--- src/rtl/anita3_trig_pkg.sv ---
// Shared types and defaults for the ANITA-3 LAB buffer scheduler.
// Buffer indices are 2 bits wide because exactly four LAB buffers (A..D) exist.
package anita3_trig_pkg;

    localparam int NBUF      = 4;
    localparam int BUF_IDX_W = 2;

    localparam int DIG_LEN_DEF = 4;
    localparam int HOLDOFF_DEF = 16;
    localparam int DEAD_W_DEF  = 16;

    typedef logic [BUF_IDX_W-1:0] buf_idx_t;
    typedef logic [NBUF-1:0]      buf_mask_t;

    // Scheduler phases.
    // IDLE waits for a trigger.
    // ISSUE holds the digitize strobe high.
    // HOLDOFF is a quiet gap before the next trigger may be accepted.
    typedef enum logic [1:0] {
        ST_IDLE    = 2'd0,
        ST_ISSUE   = 2'd1,
        ST_HOLDOFF = 2'd2
    } sched_state_t;

    // Used to size the shared ISSUE/HOLDOFF down-counter.
    function automatic int max_int(input int a, input int b);
        return (a > b) ? a : b;
    endfunction

endpackage

--- src/rtl/rr_free_picker.sv ---
// Round-robin free-buffer picker.
// The search starts at the buffer after rr_ptr_i and wraps modulo NBUF.
// The held mask is rotated so the search start lands at bit 0.
// A priority encoder then finds the lowest free bit.
// Adding the start back to that offset undoes the rotation.
module rr_free_picker
    import anita3_trig_pkg::*;
(
    input  buf_mask_t held_i,
    input  buf_idx_t  rr_ptr_i,
    output logic      found_o,
    output buf_idx_t  idx_o,
    output buf_mask_t onehot_o
);

    buf_idx_t               searchStart;
    logic [2*NBUF-1:0]      heldTwice;
    buf_mask_t              freeRot;
    buf_idx_t               freeOffset;

    // Rotate, priority-encode the first free slot, and map it back to a real index.
    // The 2-bit index arithmetic wraps modulo 4 on its own.
    always_comb begin
        searchStart = rr_ptr_i + buf_idx_t'(1);
        heldTwice   = {held_i, held_i};
        freeRot     = ~heldTwice[searchStart +: NBUF];
        found_o     = |freeRot;
        freeOffset  = '0;
        for (int k = NBUF - 1; k >= 0; k--) begin
            if (freeRot[k]) begin
                freeOffset = buf_idx_t'(k);
            end
        end
        idx_o    = searchStart + freeOffset;
        onehot_o = '0;
        if (found_o) begin
            onehot_o[idx_o] = 1'b1;
        end
    end

endmodule

--- src/rtl/anita3_buffer_scheduler.sv ---
// ANITA-3 LAB buffer scheduler.
// Accepts triggers, allocates one of four digitization buffers round-robin,
// and strobes the event generator for DIG_LEN cycles.
// After the strobe it enforces a HOLDOFF gap before the next trigger.
// It tracks which buffers stay held until readout clears them.
// It also accumulates deadtime, i.e. cycles in which a trigger would be refused.
module anita3_buffer_scheduler
    import anita3_trig_pkg::*;
#(
    parameter int DIG_LEN = DIG_LEN_DEF,
    parameter int HOLDOFF = HOLDOFF_DEF,
    parameter int DEAD_W  = DEAD_W_DEF
) (
    input  logic              clk125_i,
    input  logic              rst_i,
    input  logic              enable_i,
    input  logic              trig_i,
    input  logic [3:0]        trig_source_i,
    input  logic [3:0]        clear_i,
    input  logic              deadtime_clr_i,
    output logic              digitize_o,
    output logic [1:0]        digitize_buffer_o,
    output logic [3:0]        digitize_source_o,
    output logic [3:0]        buffer_status_o,
    output logic              full_o,
    output logic              trig_lost_o,
    output logic [DEAD_W-1:0] deadtime_o
);

    // One counter times both ISSUE and HOLDOFF.
    // It is sized for whichever phase is longer.
    localparam int TIMER_W = $clog2(max_int(DIG_LEN, HOLDOFF));

    sched_state_t        state_q, state_d;
    logic [TIMER_W-1:0]  timer_q, timer_d;
    buf_mask_t           held_q, held_d;
    buf_idx_t            rr_ptr_q, rr_ptr_d;
    buf_idx_t            buf_q, buf_d;
    logic [3:0]          src_q, src_d;
    logic                trig_lost_q, trig_lost_d;
    logic [DEAD_W-1:0]   deadtime_q, deadtime_d;

    logic                accept;
    logic                alloc;
    logic                heldFull;
    logic                pickFound;
    buf_idx_t            pickIdx;
    buf_mask_t           pickOnehot;

    assign heldFull = &held_q;

    // The search uses the registered held mask.
    // A clear arriving in the same cycle only takes effect for the next trigger.
    rr_free_picker u_picker (
        .held_i   (held_q),
        .rr_ptr_i (rr_ptr_q),
        .found_o  (pickFound),
        .idx_o    (pickIdx),
        .onehot_o (pickOnehot)
    );

    // Next-state logic for the phase sequencer.
    // It also produces the accept decision, which only holds in IDLE.
    // Once a sequence has started it always runs to completion,
    // even if enable_i drops part-way through.
    always_comb begin
        state_d = state_q;
        timer_d = timer_q;
        accept  = 1'b0;
        case (state_q)
            ST_IDLE: begin
                accept = enable_i & ~heldFull;
                if (trig_i && accept) begin
                    state_d = ST_ISSUE;
                    timer_d = TIMER_W'(DIG_LEN - 1);
                end
            end
            ST_ISSUE: begin
                if (timer_q == '0) begin
                    state_d = ST_HOLDOFF;
                    timer_d = TIMER_W'(HOLDOFF - 1);
                end else begin
                    timer_d = timer_q - TIMER_W'(1);
                end
            end
            ST_HOLDOFF: begin
                if (timer_q == '0) begin
                    state_d = ST_IDLE;
                end else begin
                    timer_d = timer_q - TIMER_W'(1);
                end
            end
            default: begin
                state_d = ST_IDLE;
                timer_d = '0;
            end
        endcase
    end

    // Next-state logic for allocation.
    // Readout clears and the new allocation are merged into held.
    // The picker never returns a held buffer, so the clear and allocation terms cannot collide.
    // The trigger source is latched together with the chosen buffer.
    always_comb begin
        alloc    = trig_i & accept & pickFound;
        held_d   = held_q & ~clear_i;
        rr_ptr_d = rr_ptr_q;
        buf_d    = buf_q;
        src_d    = src_q;
        if (alloc) begin
            held_d   = held_d | pickOnehot;
            rr_ptr_d = pickIdx;
            buf_d    = pickIdx;
            src_d    = trig_source_i;
        end
    end

    // Next-state logic for the trigger-lost flag and the deadtime counter.
    // Deadtime counts every cycle in which a trigger would be refused.
    // It saturates at all-ones rather than wrapping.
    // A clear request takes priority over counting in the same cycle.
    always_comb begin
        trig_lost_d = trig_i & ~accept;
        deadtime_d  = deadtime_q;
        if (deadtime_clr_i) begin
            deadtime_d = '0;
        end else if (!accept && !(&deadtime_q)) begin
            deadtime_d = deadtime_q + DEAD_W'(1);
        end
    end

    // Register all state.
    // rr_ptr resets to 3 so the first search starts at buffer 0.
    always_ff @(posedge clk125_i or posedge rst_i) begin
        if (rst_i) begin
            state_q     <= ST_IDLE;
            timer_q     <= '0;
            held_q      <= '0;
            rr_ptr_q    <= buf_idx_t'(NBUF - 1);
            buf_q       <= '0;
            src_q       <= '0;
            trig_lost_q <= 1'b0;
            deadtime_q  <= '0;
        end else begin
            state_q     <= state_d;
            timer_q     <= timer_d;
            held_q      <= held_d;
            rr_ptr_q    <= rr_ptr_d;
            buf_q       <= buf_d;
            src_q       <= src_d;
            trig_lost_q <= trig_lost_d;
            deadtime_q  <= deadtime_d;
        end
    end

    // The strobe is derived from the state register.
    // A reset therefore drops it immediately, without waiting for a clock edge.
    assign digitize_o        = (state_q == ST_ISSUE);
    assign digitize_buffer_o = buf_q;
    assign digitize_source_o = src_q;
    assign buffer_status_o   = held_q;
    assign full_o            = heldFull;
    assign trig_lost_o       = trig_lost_q;
    assign deadtime_o        = deadtime_q;

endmodule

--- config.mk ---
export PLATFORM = sky130hd
export DESIGN_NAME = anita3_buffer_scheduler
export DESIGN_NICKNAME = d
export VERILOG_FILES = /design/src/rtl/anita3_trig_pkg.sv /design/src/rtl/rr_free_picker.sv /design/src/rtl/anita3_buffer_scheduler.sv
export SDC_FILE = /design/constraint.sdc
export NUM_CORES = 1
export LEC_CHECK = 0
export CORE_MARGIN = 8
export CORE_UTILIZATION = 53
export CTS_BUF_LIST = sky130_fd_sc_hd__clkbuf_4 sky130_fd_sc_hd__clkbuf_8
export CTS_CLUSTER_SIZE = 20
export DETAILED_ROUTE_END_ITERATION = 10
export GPL_TIMING_DRIVEN = 0
export PLACE_DENSITY = 0.91
export SYNTH_ARGS = -nofsm -noshare
export SYNTH_HDL_FRONTEND = slang
export SYNTH_SLANG_ARGS = --single-unit
--- constraint.sdc ---
create_clock -name clk125_i -period 2.37 [get_ports clk125_i]
set_input_delay 0.474 -clock clk125_i [delete_from_list [all_inputs] [get_ports clk125_i]]
set_output_delay 0.474 -clock clk125_i [all_outputs]
set_load 0.01 [all_outputs]
* Word level (Yosys, flattened, before mapping)
Cells that the tools add are included.
** Word-level totals
- Register bits :: 35
- Output and inout bits :: 29
- Word-level logic and storage cells :: 63
** Operators by class
- $add $sub $neg :: 4
- $lt $le $gt $ge :: 2
- Equal/unequal tests :: 6
- Shift operators :: 1
- Muxes and demuxes :: 19
- Bitwise operators :: 10
- Reduce and logical (&&, ||, !) cells :: 13
** Operator list (number)
- $mux W16 :: 2
- $mux W4 :: 5
- $add A16 B1 Y16 const B :: 1
- $reduce_and A16 Y1 :: 1
- $mux W2 :: 7
- $pmux W4 S3 :: 1
- $not A4 Y4 :: 2
- $shiftx A8 B3 Y4 :: 1
- $ne A2 B2 Y1 const B :: 3
- $pmux W2 S3 :: 1
- $and A1 B1 Y1 :: 4
- $and A4 B4 Y4 :: 1
- $logic_not A4 Y1 :: 1
- $or A4 B4 Y4 :: 1
- $reduce_and A4 Y1 :: 1
- $reduce_or A4 Y1 :: 1
- $sub A4 B1 Y4 const B :: 1
- $logic_and A1 B1 Y1 :: 3
- $lt A2 B3 Y1 const B :: 1
- $reduce_and A3 Y1 :: 1
- $add A2 B1 Y2 const B :: 1
- $add A2 B2 Y2 :: 1
- $demux W1 S2 :: 1
- $eq A2 B1 Y1 const B :: 1
- other kinds (9) :: 12

* Logic depth before layout (Yosys ltp)
Gate-level depths: netlist of the first run.
- Depth after elaboration :: 15
- Mapped depth :: 11

* Cells and area by module
From an unflattened synthesis of the first run, not the netlist that was laid out.
** Second synthesis, totals
- Cells, all modules :: 219
- Area total of the unflattened synthesis :: 2159.6 µm²
** By module, submodules not included
- anita3_buffer_scheduler :: times used 1, cells each 183, area each 1899.3 µm²
- rr_free_picker :: times used 1, cells each 36, area each 260.2 µm²

* Least setup slack after synthesis of the first run
Ideal clock, no wire load.
- Path type :: register -> register
- Start :: register rr_ptr_q[0]
- End :: register buf_q[1] (netlist: digitize_buffer_o[1])
- Library setup time :: 0.069 ns
- Arrival :: 2.105 ns
- Setup slack :: 0.196 ns
- Stages on the path, launching flop included :: 11
- Buffers on the path :: 1
- Cell sequence :: dfstp_2 buf_2 nor2_1 o2bb2ai_1 o21ai_0 nand3_1 ha_1 xnor2_1 xnor2_1 or4_1 nand3_1
** Between the ends
- Word-level cells in the longest chain between the ends :: 8
** RTL lines
- start, declared :: RTL line anita3_buffer_scheduler.sv:37 : buf_idx_t rr_ptr_q, rr_ptr_d;
- start signal, assigned :: RTL line anita3_buffer_scheduler.sv:139 : rr_ptr_q <= buf_idx_t'(NBUF - 1);
- start signal, assigned :: RTL line anita3_buffer_scheduler.sv:148 : rr_ptr_q <= rr_ptr_d;
- $add A2 B1 Y2 * :: RTL line rr_free_picker.sv:24 : searchStart = rr_ptr_i + buf_idx_t'(1);
- $shiftx A8 B3 Y4 :: RTL line rr_free_picker.sv:26 : freeRot = ~heldTwice[searchStart +: NBUF];
- $not A4 Y4 :: RTL line rr_free_picker.sv:26
- $mux W2 (4 in series) :: RTL line rr_free_picker.sv:30 : if (freeRot[k]) begin
- $add A2 B2 Y2 :: RTL line rr_free_picker.sv:34 : idx_o = searchStart + freeOffset;
- end signal, assigned :: RTL line anita3_buffer_scheduler.sv:149 : buf_q <= buf_d;
- end, declared :: RTL line anita3_buffer_scheduler.sv:38 : buf_idx_t buf_q, buf_d;
Mark *: on every way between the ends. The rest lies on a longest branch, timed or not.
A chain may end at the register's enable or synchronous reset.

* Final worst setup path of the first run
Same ends and word-level chain as after synthesis.

==> metrics.txt, run 1 <==
worst vdd ir 0.572 mV; post-DP HPWL approximately 3.5 mm; core area between 3000 and 4000 µm²; Clock Path Buffers 2; via count 1844; RSZ-0062 raised after global routing yes; status finished clean; drc violations 0; met1 usage 0.207; Max-slew headroom 0.522; fin nets 285; Hold EP digitize_buffer_o[0]; number of global-route vias before repair 1721; hold path depth 2; Filler cells roughly 280; fraction of layout cells with a size suffix above 1 0.130; worst-path maximum fanout 10; area leader, netlist dfrtp_1; Clock Skew between 0.007 and 0.008 ns; Worst Path Arrival between 2 and 2.5 ns; total global routing overflow 0; DP Area 2530 µm²; global-route wire length before repair 8.06 mm; fin crit period roughly 2.3 ns; mean area per synthesized cell a little over 9 µm²; post-cts hold buffer count 0; Primary FF master, synth dfrtp_1; Ant. Diodes 0; max cap viols 0; Clock transition at path regs 0.07 ns; Post-synth EDFFs 0; fin area 2650 µm²; routing usage on met3 0.0421; Detailed Route WL 4.92 mm; pin count of the biggest net entering global routing 36; Fin. Hold Viols 0; clk_lat worst skew 0.29 ns; Worst Path Class, Setup reg2reg; H-tree depth 2; Gate Count Post-Synth about 220; Slew Limit Fails 0; area of the mapped netlist 2060 µm²; GRT Util Overall 0.160; R2R depth 10; Initial Utilization 0.557; CTS tree built; Reg2Reg Setup Slack 0.10 ns; Layout Cells excl Fill 318; synth cell count leaders dfrtp_1 (33), nand2_1 (20), nor2_1 (20); worst path required time roughly 2.6 ns; cell mode on critical path nand3_1; Power Dens Cells 965 nW/µm²; gp weighted congestion 0.855; wire per inst 15.5 µm; die width 78.3 µm; Ys Warns 0; worst slew pin tran just over 0.7 ns; sequential area share after synthesis 0.427; num rows 22; port bufs 41; Sink Count 35; die area 6130 µm²; min-delay worst type reg2reg; count leader, synth dfrtp_1; vias per cell 5.80; fmax 441 MHz; share of the synthesized area in the top cell type 0.402; syn_nets roughly 240; CP Capture Type flip-flop; Num CTS Buffers 5; DRT antenna net count 0; dominant cells by area after synthesis dfrtp_1 (40%), xnor2_1 (6.4%), nand3_1 (4.6%), nand2_1 (3.7%), nor2_1 (3.7%); initial DRC count 157; Leak between 1 and 1.5 nW; critical path launch point type flip-flop; Final TNS setup 0 ns; M2 GR Usage 0.250; First-pass DRT Iterations 4; layout overhead on the synthesized area 29.0%; Unique masters post-synth 50; DP Worst Slack 0.0115 ns; Yosys reg bits 35; initial antenna violation count 0; setup violators final 0; global routing's busiest layer met2; Tcrit/Tclk final 0.958; CP Cell Sequence buf_4, nor2_1, o2bb2ai_1, o21ai_0, nand3_1, ha_1, xnor2_2, xnor2_1, or4_4, nand3_1; Inst Count DP 310; Crit path largest cell delay 0.52 ns; cell at the root of the clock tree clkbuf_8; post-synthesis async set-or-reset flop share 1.00; reg-to-reg endpoint digitize_buffer_o[1]; chip height 78.3 µm; post-route setup slack 0.100 ns; Worst path slowest cell dfstp_2; I/O Pins 42; Reg-to-Reg Start rr_ptr_q[0]; hold path start digitize_buffer_o[0]
-- what timing repair did --
action	4_1_cts	5_1_grt
pin swaps	0	1
hold endpoints to repair	0	0
setup buffers	0	0
gates resized for setup	1	3
endpoints found under the setup margin	2	4
-- through the flow --
stage | hold WS, ns | total power [mW] | util
2_1_floorplan | 0.498 | 1.60 | -
3_3_place_gp | 0.466 | 1.96 | 0.685
3_5_place_dp | 0.468 | 1.99 | 0.685
4_1_cts | 0.486 | 2.55 | 0.717
5_1_grt | 0.527 | 2.71 | 0.719
6_report | 0.484 | 2.56 | 0.719
-- routing by layer --
metal	wire [µm]	up-vias
li1	-	888
met1	2220	884
met2	2330	63
met3	280	9
met4	87	0
met5	0	-
-- cell type report --
type | instances | area (µm²) | share of cell area
buffer | 11 | 75.1 | 0.0283
clock buffer | 5 | 68.8 | 0.0259
clock inverter | 3 | 43.8 | 0.0165
inverter | 9 | 33.8 | 0.0127
multi-input combinational | 166 | 1080 | 0.408
sequential | 35 | 878 | 0.331
tap | 48 | 60.1 | 0.0226
timing repair buffer | 41 | 410 | 0.155
-- where the power goes --
part           switching, mW  internal, mW  total, mW
clock                  0.228         0.313      0.541
sequential             0.133         0.768      0.901
combinational          0.567         0.550       1.12
-- cells by family (layout without fill, tap and decap cells) --
logic type | Yosys count | in the layout | share of synthesized area
muxes | 5 | 5 | 0.0268
and+or+nand+nor | 105 | 105 | 0.290
buffers and inverters | 20 | 69 | 0.0517
adders and majority gates | 3 | 3 | 0.0183
DFF | 35 | 35 | 0.427
AOI/OAI and AO/OA | 37 | 37 | 0.117
xor gates and xnor gates | 16 | 16 | 0.0682
-- worst max-delay path by stage --
| stage | startpoint | end | slack, ns |
|---|---|---|---|
| CTS | rr_ptr_q[0] | digitize_buffer_o[1] | 0.05 |
| finish | rr_ptr_q[0] | digitize_buffer_o[1] | 0.10 |
| global placement | rr_ptr_q[0] | digitize_buffer_o[1] | 0.03 |
| global route | rr_ptr_q[0] | rr_ptr_q[1] | -0.008 |
| floorplan | rr_ptr_q[0] | digitize_buffer_o[1] | 0.20 |
| detailed placement | rr_ptr_q[0] | digitize_buffer_o[1] | 0.01 |
-- cells in the final DEF (no fill, tap or decap), drive strengths merged, types with 8 or more instances in the layout --
| cell type | netlist | layout |
|---|---|---|
| buf | 10 | 10 |
| o21ai | 11 | 11 |
| nand3 | 19 | 19 |
| nor3 | 10 | 10 |
| nand4 | 8 | 8 |
| nor2 | 20 | 20 |
| nand2 | 20 | 20 |
| inv | 9 | 9 |
| xnor2 | 15 | 15 |
| a21oi | 8 | 8 |
| clkdlybuf4s50 | 0 | 41 |
| dfrtp | 33 | 33 |
-- worst max-delay path, delay by kind of cell (launching register included) --
kind | cells | cell delay (ns)
buf+inv | 1 | 0.16
flops | 1 | 0.52
compound gates | 2 | 0.24
fa+ha+maj | 1 | 0.22
xor+xnor | 2 | 0.34
simple gates | 4 | 0.70
-- sequential cells by signal, summed over array words and instances, names as in the netlist --
name / cells
buffer_status_o: 4
deadtime_o: 16
digitize_buffer_o: 2
digitize_source_o: 4
rr_ptr_q: 2
state_q: 2
timer_q: 4
trig_lost_o: 1
Note: power is estimated with default switching activity, not from simulation.
==> inputs of run 2 (changes only) <==
Settings changed: CAP_MARGIN set to 20.
==> metrics.txt, run 2 (same netlist as run 1, synthesis figures left out) <==
status finished clean (unchanged); fin nets 286 (was 285); number of setup buffers added after CTS 0 (unchanged); CTS tree built (unchanged); delay-heaviest family, CP simple AND/OR/NAND/NOR gates (unchanged); layout overhead on the synthesized area 30.4% (was 29.0%); cell mode on critical path nand3_1 (unchanged); Leak 1.11 nW (was 1.09 nW); global-route wire length before repair 8.27 mm (was 8.06 mm); die width 78.3 µm (unchanged); Reg power frac 0.352 (about the same); M2 GR Usage 0.265 (was 0.250); min-delay worst type reg2reg (unchanged); Crit path largest cell delay 0.52 ns (about the same); I/O Pins 42 (unchanged); Clock Skew 0.00588 ns (was 0.00708 ns); Sink Count 35 (unchanged); num rows 22 (unchanged); Max-slew headroom 0.621 (was 0.522); DP Worst Slack 0.0161 ns (was 0.0115 ns); gp weighted congestion 0.855 (unchanged); met1 usage 0.196 (was 0.207); worst path required time 2.60 ns (was 2.59 ns); max cap viols 0 (unchanged); initial DRC count 116 (was 157); Tcrit/Tclk final 0.953 (was 0.958); cell at the root of the clock tree clkbuf_8 (unchanged); most frequent cells in the layout clkdlybuf4s50_1 (41), dfrtp_1 (33), nor2_1 (20), nand2_1 (20), nand3_1 (19) (unchanged); Worst Path Class, Setup reg2reg (unchanged); Filler cells 300 (was 282); Fin. Hold Viols 0 (unchanged); DRT antenna net count 0 (unchanged); Initial Utilization 0.557 (unchanged); setup violators final 0 (unchanged); chip height 78.3 µm (unchanged); clk_lat worst skew 0.29 ns (about the same); Detailed Route WL 4.89 mm (was 4.92 mm); switching power 917 µW (was 928 µW); fraction of layout cells with a size suffix above 1 0.129 (was 0.130); post-route setup slack 0.111 ns (was 0.100 ns); drc violations 0 (unchanged); Ant. Diodes 0 (unchanged); fmax 443 MHz (was 441 MHz); global routing's busiest layer met2 (unchanged); worst slew pin tran 0.565 ns (was 0.717 ns); CP Cell Sequence buf_4, nor2_1, o2bb2ai_1, o21ai_0, nand3_1, ha_1, xnor2_2, xnor2_1, or4_4, nand3_1 (unchanged); Slew Limit Fails 0 (unchanged); critical path launch point type flip-flop (unchanged); Worst Path Buf+Inv 1 (unchanged); post-DP HPWL 3.60 mm (was 3.51 mm); RSZ-0062 raised after global routing yes (unchanged); worst vdd ir 0.535 mV (was 0.572 mV); Clk pwr share 0.211 (was 0.212); port bufs 41 (unchanged); commonest non-fill, non-tap cell in the layout clkdlybuf4s50_1 (unchanged); Worst path slowest cell dfstp_2 (unchanged); CP Capture Type flip-flop (unchanged); Clock transition at path regs 0.07 ns (about the same); pin count of the biggest net entering global routing 26 (was 36); vias per cell 5.76 (was 5.80); die area 6130 µm² (unchanged); design internal power 1.64 mW (was 1.63 mW); combinational share of power 0.437 (was 0.436); First-pass DRT Iterations 4 (unchanged); routing usage on met3 0.0513 (was 0.0421); max reg flops 16 (unchanged); initial antenna violation count 0 (unchanged); core area 3690 µm² (unchanged); final hold slack 0.479 ns (was 0.484 ns); Worst Path Arrival 2.48 ns (was 2.49 ns); Power Dens Cells 952 nW/µm² (was 965 nW/µm²); GRT Util Overall 0.164 (was 0.160); Clock Path Buffers 2 (unchanged); sw frac 0.359 (was 0.363); wire per inst 15.3 µm (was 15.5 µm); via count 1836 (was 1844); number of global-route vias before repair 1815 (was 1721); fin crit period 2.26 ns (was 2.27 ns); worst-path maximum fanout 10 (unchanged); H-tree depth 2 (unchanged); total global routing overflow 0 (unchanged); Num CTS Buffers 5 (unchanged)
## run 2: power groups by stage
stage | Sequential [mW] | Combinational (mW) | Clock (mW)
after floorplan | 0.932 | 0.665 | 0
after global placement | 0.899 | 1.06 | 0
after detailed placement | 0.907 | 1.09 | 0
after CTS | 0.900 | 1.11 | 0.548
after global routing | 0.925 | 1.23 | 0.568
final | 0.899 | 1.12 | 0.538
## run 2: through the flow
stage | std cells | instance area, µm² | setup TNS, ns | utilization | total power [mW]
after floorplan | 221 | 2060 | 0 | - | 1.60
after CTS | 319 | 2670 | 0 | 0.725 | 2.56
after global routing | 319 | 2680 | -0.0131 | 0.727 | 2.72
after detailed placement | 311 | 2550 | 0 | 0.692 | 1.99
after global placement | 310 | 2530 | 0 | 0.685 | 1.96
final | 319 | 2680 | 0 | 0.727 | 2.55
## run 2: worst paths after layout
kind / to / slack [ns] / cells after the start / start
min: digitize_buffer_o[0] / 0.48 / 2 / digitize_buffer_o[0]
max: digitize_buffer_o[1] / 0.11 / 10 / rr_ptr_q[0]
min reg2reg: digitize_buffer_o[0] / 0.48 / 2 / digitize_buffer_o[0]
min in group asynchronous: deadtime_o[5] / 0.51 / 2 / rst_i
max in group asynchronous: rr_ptr_q[1] / 1.28 / 3 / rst_i
max reg2reg: digitize_buffer_o[1] / 0.11 / 10 / rr_ptr_q[0]
## run 2: worst min-delay path, delay by kind of cell, from the launching register on
family | cells | cell delay (ns)
flops | 1 | 0.35
simple gates | 2 | 0.10
## run 2: what timing repair did
action,4_1_cts,5_1_grt
pin swaps,0,1
hold buffers,0,0
gates resized for setup,1,3
setup endpoints to repair,1,4
endpoints found under the hold margin,0,0
## run 2: cell type report
type / instances / area (µm²) / share of cell area
multi-input cells: 166 / 1080 / 0.404
flip-flops and latches: 35 / 878 / 0.328
repair buffers: 42 / 438 / 0.163
plain buffers: 11 / 75.1 / 0.0280
clock buffers: 5 / 68.8 / 0.0257
well taps: 48 / 60.1 / 0.0224
clock inverters: 3 / 43.8 / 0.0163
inverters: 9 / 33.8 / 0.0126
## run 2: per-layer routing
layer	wire (µm)	vias up
met5	0	-
met4	90	0
met3	329	8
met2	2380	61
met1	2090	880
li1	-	887
==> inputs of run 3 (changes only) <==
Settings changed: CELL_PAD_IN_SITES_DETAIL_PLACEMENT set to 1, CELL_PAD_IN_SITES_GLOBAL_PLACEMENT set to 1, CORE_UTILIZATION 53 to 40, PLACE_DENSITY 0.91 to 0.87.
==> metrics.txt, run 3 (same netlist as run 1, synthesis figures left out) <==
Detailed Route WL 5.72 mm (was 4.89 mm); initial DRC count 119 (was 116); Power Dens Cells 929 nW/µm² (was 952 nW/µm²); chip height 87.7 µm (was 78.3 µm); First-pass DRT Iterations 4 (unchanged); core area 5040 µm² (was 3690 µm²); commonest non-fill, non-tap cell in the layout clkdlybuf4s50_1 (unchanged); Sink Count 35 (unchanged); Tcrit/Tclk final 0.942 (was 0.953); max reg flops 16 (unchanged); worst vdd ir 0.398 mV (was 0.535 mV); post-DP HPWL 4.23 mm (was 3.60 mm); CP Cell Sequence nand2b_1, o221ai_1, o21ai_0, nand3_1, ha_1, xnor2_2, xnor2_1, or4_1, nand3_1 (was buf_4, nor2_1, o2bb2ai_1, o21ai_0, nand3_1, ha_1, xnor2_2, xnor2_1, or4_4, nand3_1); Filler cells 591 (was 300); cell mode on critical path nand3_1 (unchanged); DP Worst Slack -0.0420 ns (was 0.0161 ns); max cap viols 0 (unchanged); global-route wire length before repair 9.92 mm (was 8.27 mm); critical path launch point type flip-flop (unchanged); wire per inst 16.8 µm (was 15.3 µm); fmax 448 MHz (was 443 MHz); fin area 2680 µm² (unchanged); worst path required time 2.59 ns (was 2.60 ns); Fin. Hold Viols 0 (unchanged); Inst Count DP 333 (was 311); Clk pwr share 0.167 (was 0.211); Clock transition at path regs 0.07 ns (about the same); design internal power 1.54 mW (was 1.64 mW); vias per cell 5.42 (was 5.76); port bufs 41 (unchanged); worst-path maximum fanout 6 (was 10); min-delay worst type reg2reg (unchanged); Num CTS Buffers 5 (unchanged); gp weighted congestion 0.829 (was 0.855); H-tree depth 2 (unchanged); setup violators final 0 (unchanged); Leak 1.10 nW (was 1.11 nW); total global routing overflow 0 (unchanged); Clock Skew 0.00541 ns (was 0.00588 ns); die width 87.7 µm (was 78.3 µm); RSZ-0062 raised after global routing yes (unchanged); post-layout util 0.532 (was 0.727); Reg power frac 0.372 (was 0.352); Worst Path Arrival 2.45 ns (was 2.48 ns); GRT Util Overall 0.163 (was 0.164); worst slew pin tran 0.691 ns (was 0.565 ns); clk_lat worst skew 0.29 ns (about the same); Max-slew headroom 0.539 (was 0.621); Initial Utilization 0.408 (was 0.557); DRT antenna net count 0 (unchanged); drc violations 0 (unchanged); die area 7690 µm² (was 6130 µm²); Worst path slowest cell dfstp_2 (unchanged); fin nets 288 (was 286); Crit path largest cell delay 0.57 ns (was 0.52 ns); cell at the root of the clock tree clkbuf_8 (unchanged); Slew Limit Fails 0 (unchanged); Worst Path Buf+Inv 0 (was 1); Worst Path Class, Setup reg2reg (unchanged); via count 1848 (was 1836); Layout Cells excl Fill 341 (was 319); CP Capture Type flip-flop (unchanged); Reg2Reg Setup Slack 0.14 ns (was 0.11 ns); fraction of layout cells with a size suffix above 1 0.125 (was 0.129); layout overhead on the synthesized area 30.4% (unchanged); switching power 946 µW (was 917 µW); num rows 26 (was 22); initial antenna violation count 0 (unchanged); Ant. Diodes 0 (unchanged); fin crit period 2.23 ns (was 2.26 ns); number of global-route vias before repair 2006 (was 1815); Clock Path Buffers 2 (unchanged); combinational share of power 0.461 (was 0.437); delay-heaviest family, CP simple AND/OR/NAND/NOR gates (unchanged); most frequent cells in the layout clkdlybuf4s50_1 (41), dfrtp_1 (33), nor2_1 (20), nand2_1 (20), nand3_1 (19) (unchanged); post-route setup slack 0.138 ns (was 0.111 ns); sw frac 0.380 (was 0.359); pin count of the biggest net entering global routing 22 (was 26); PnR Total Power 2.49 mW (was 2.55 mW); DP Area 2580 µm² (was 2550 µm²); CTS tree built (unchanged); post-cts hold buffer count 0 (unchanged); status finished clean (unchanged); I/O Pins 42 (unchanged)
-- run 3: worst reg2reg max path, delay by kind of cell, from the launching register on --
| kind | cells | cell delay (ns) |
|---|---|---|
| adder cells (fa/ha/maj) | 1 | 0.23 |
| XOR/XNOR | 2 | 0.33 |
| flip-flops | 1 | 0.57 |
| AND/OR/NAND/NOR | 4 | 0.82 |
| AO/OA/AOI/OAI | 2 | 0.21 |
-- run 3: metal layers --
layer	vias to the layer above	routed length, µm	global-route usage
met2	29	2870	0.271
met5	-	0	0
li1	885	-	-
met1	927	2530	0.202
met3	7	252	0.0328
met4	0	57	0.0609
-- run 3: layout make-up --
class | count | area [µm²] | area share
Multi-Input combinational cell | 166 | 1080 | 0.402
Sequential cell | 35 | 878 | 0.328
Timing Repair Buffer | 45 | 458 | 0.171
Tap cell | 70 | 87.6 | 0.0327
Clock buffer | 6 | 76.3 | 0.0285
Buffer | 10 | 67.6 | 0.0252
Inverter | 9 | 33.8 | 0.0126
-- run 3: per-stage QoR --
stage / TNS (ns) / hold WS (ns)
global placement: 0 / 0.465
global route: -0.0268 / 0.518
detailed placement: -0.0652 / 0.482
floorplan: 0 / 0.498
finish: 0 / 0.494
CTS: 0 / 0.498
-- run 3: timing repair --
| item | CTS | global route |
|---|---|---|
| cloned | 0 | 0 |
| pin swaps | 0 | 0 |
| resized for setup | 1 | 0 |
| endpoints found under the setup margin | 2 | 6 |
| buffers inserted | 0 | 3 |
-- run 3: worst paths after layout --
path                                   endpoint  depth (start not counted)                 start
min in group asynchronous    buffer_status_o[0]                          2                 rst_i
max reg2reg                digitize_buffer_o[1]                          9           rr_ptr_q[0]
max                        digitize_buffer_o[1]                          9           rr_ptr_q[0]
max in group asynchronous           rr_ptr_q[0]                          3                 rst_i
min                        digitize_buffer_o[0]                          2  digitize_buffer_o[0]
min reg2reg                digitize_buffer_o[0]                          2  digitize_buffer_o[0]
-- run 3: power by group through the flow --
stage / clock, mW / sequential, mW / combinational (mW)
finish: 0.416 / 0.926 / 1.15
global route: 0.449 / 0.952 / 1.28
CTS: 0.432 / 0.941 / 1.12
detailed placement: 0 / 0.922 / 1.12
global placement: 0 / 0.902 / 1.08
floorplan: 0 / 0.932 / 0.665
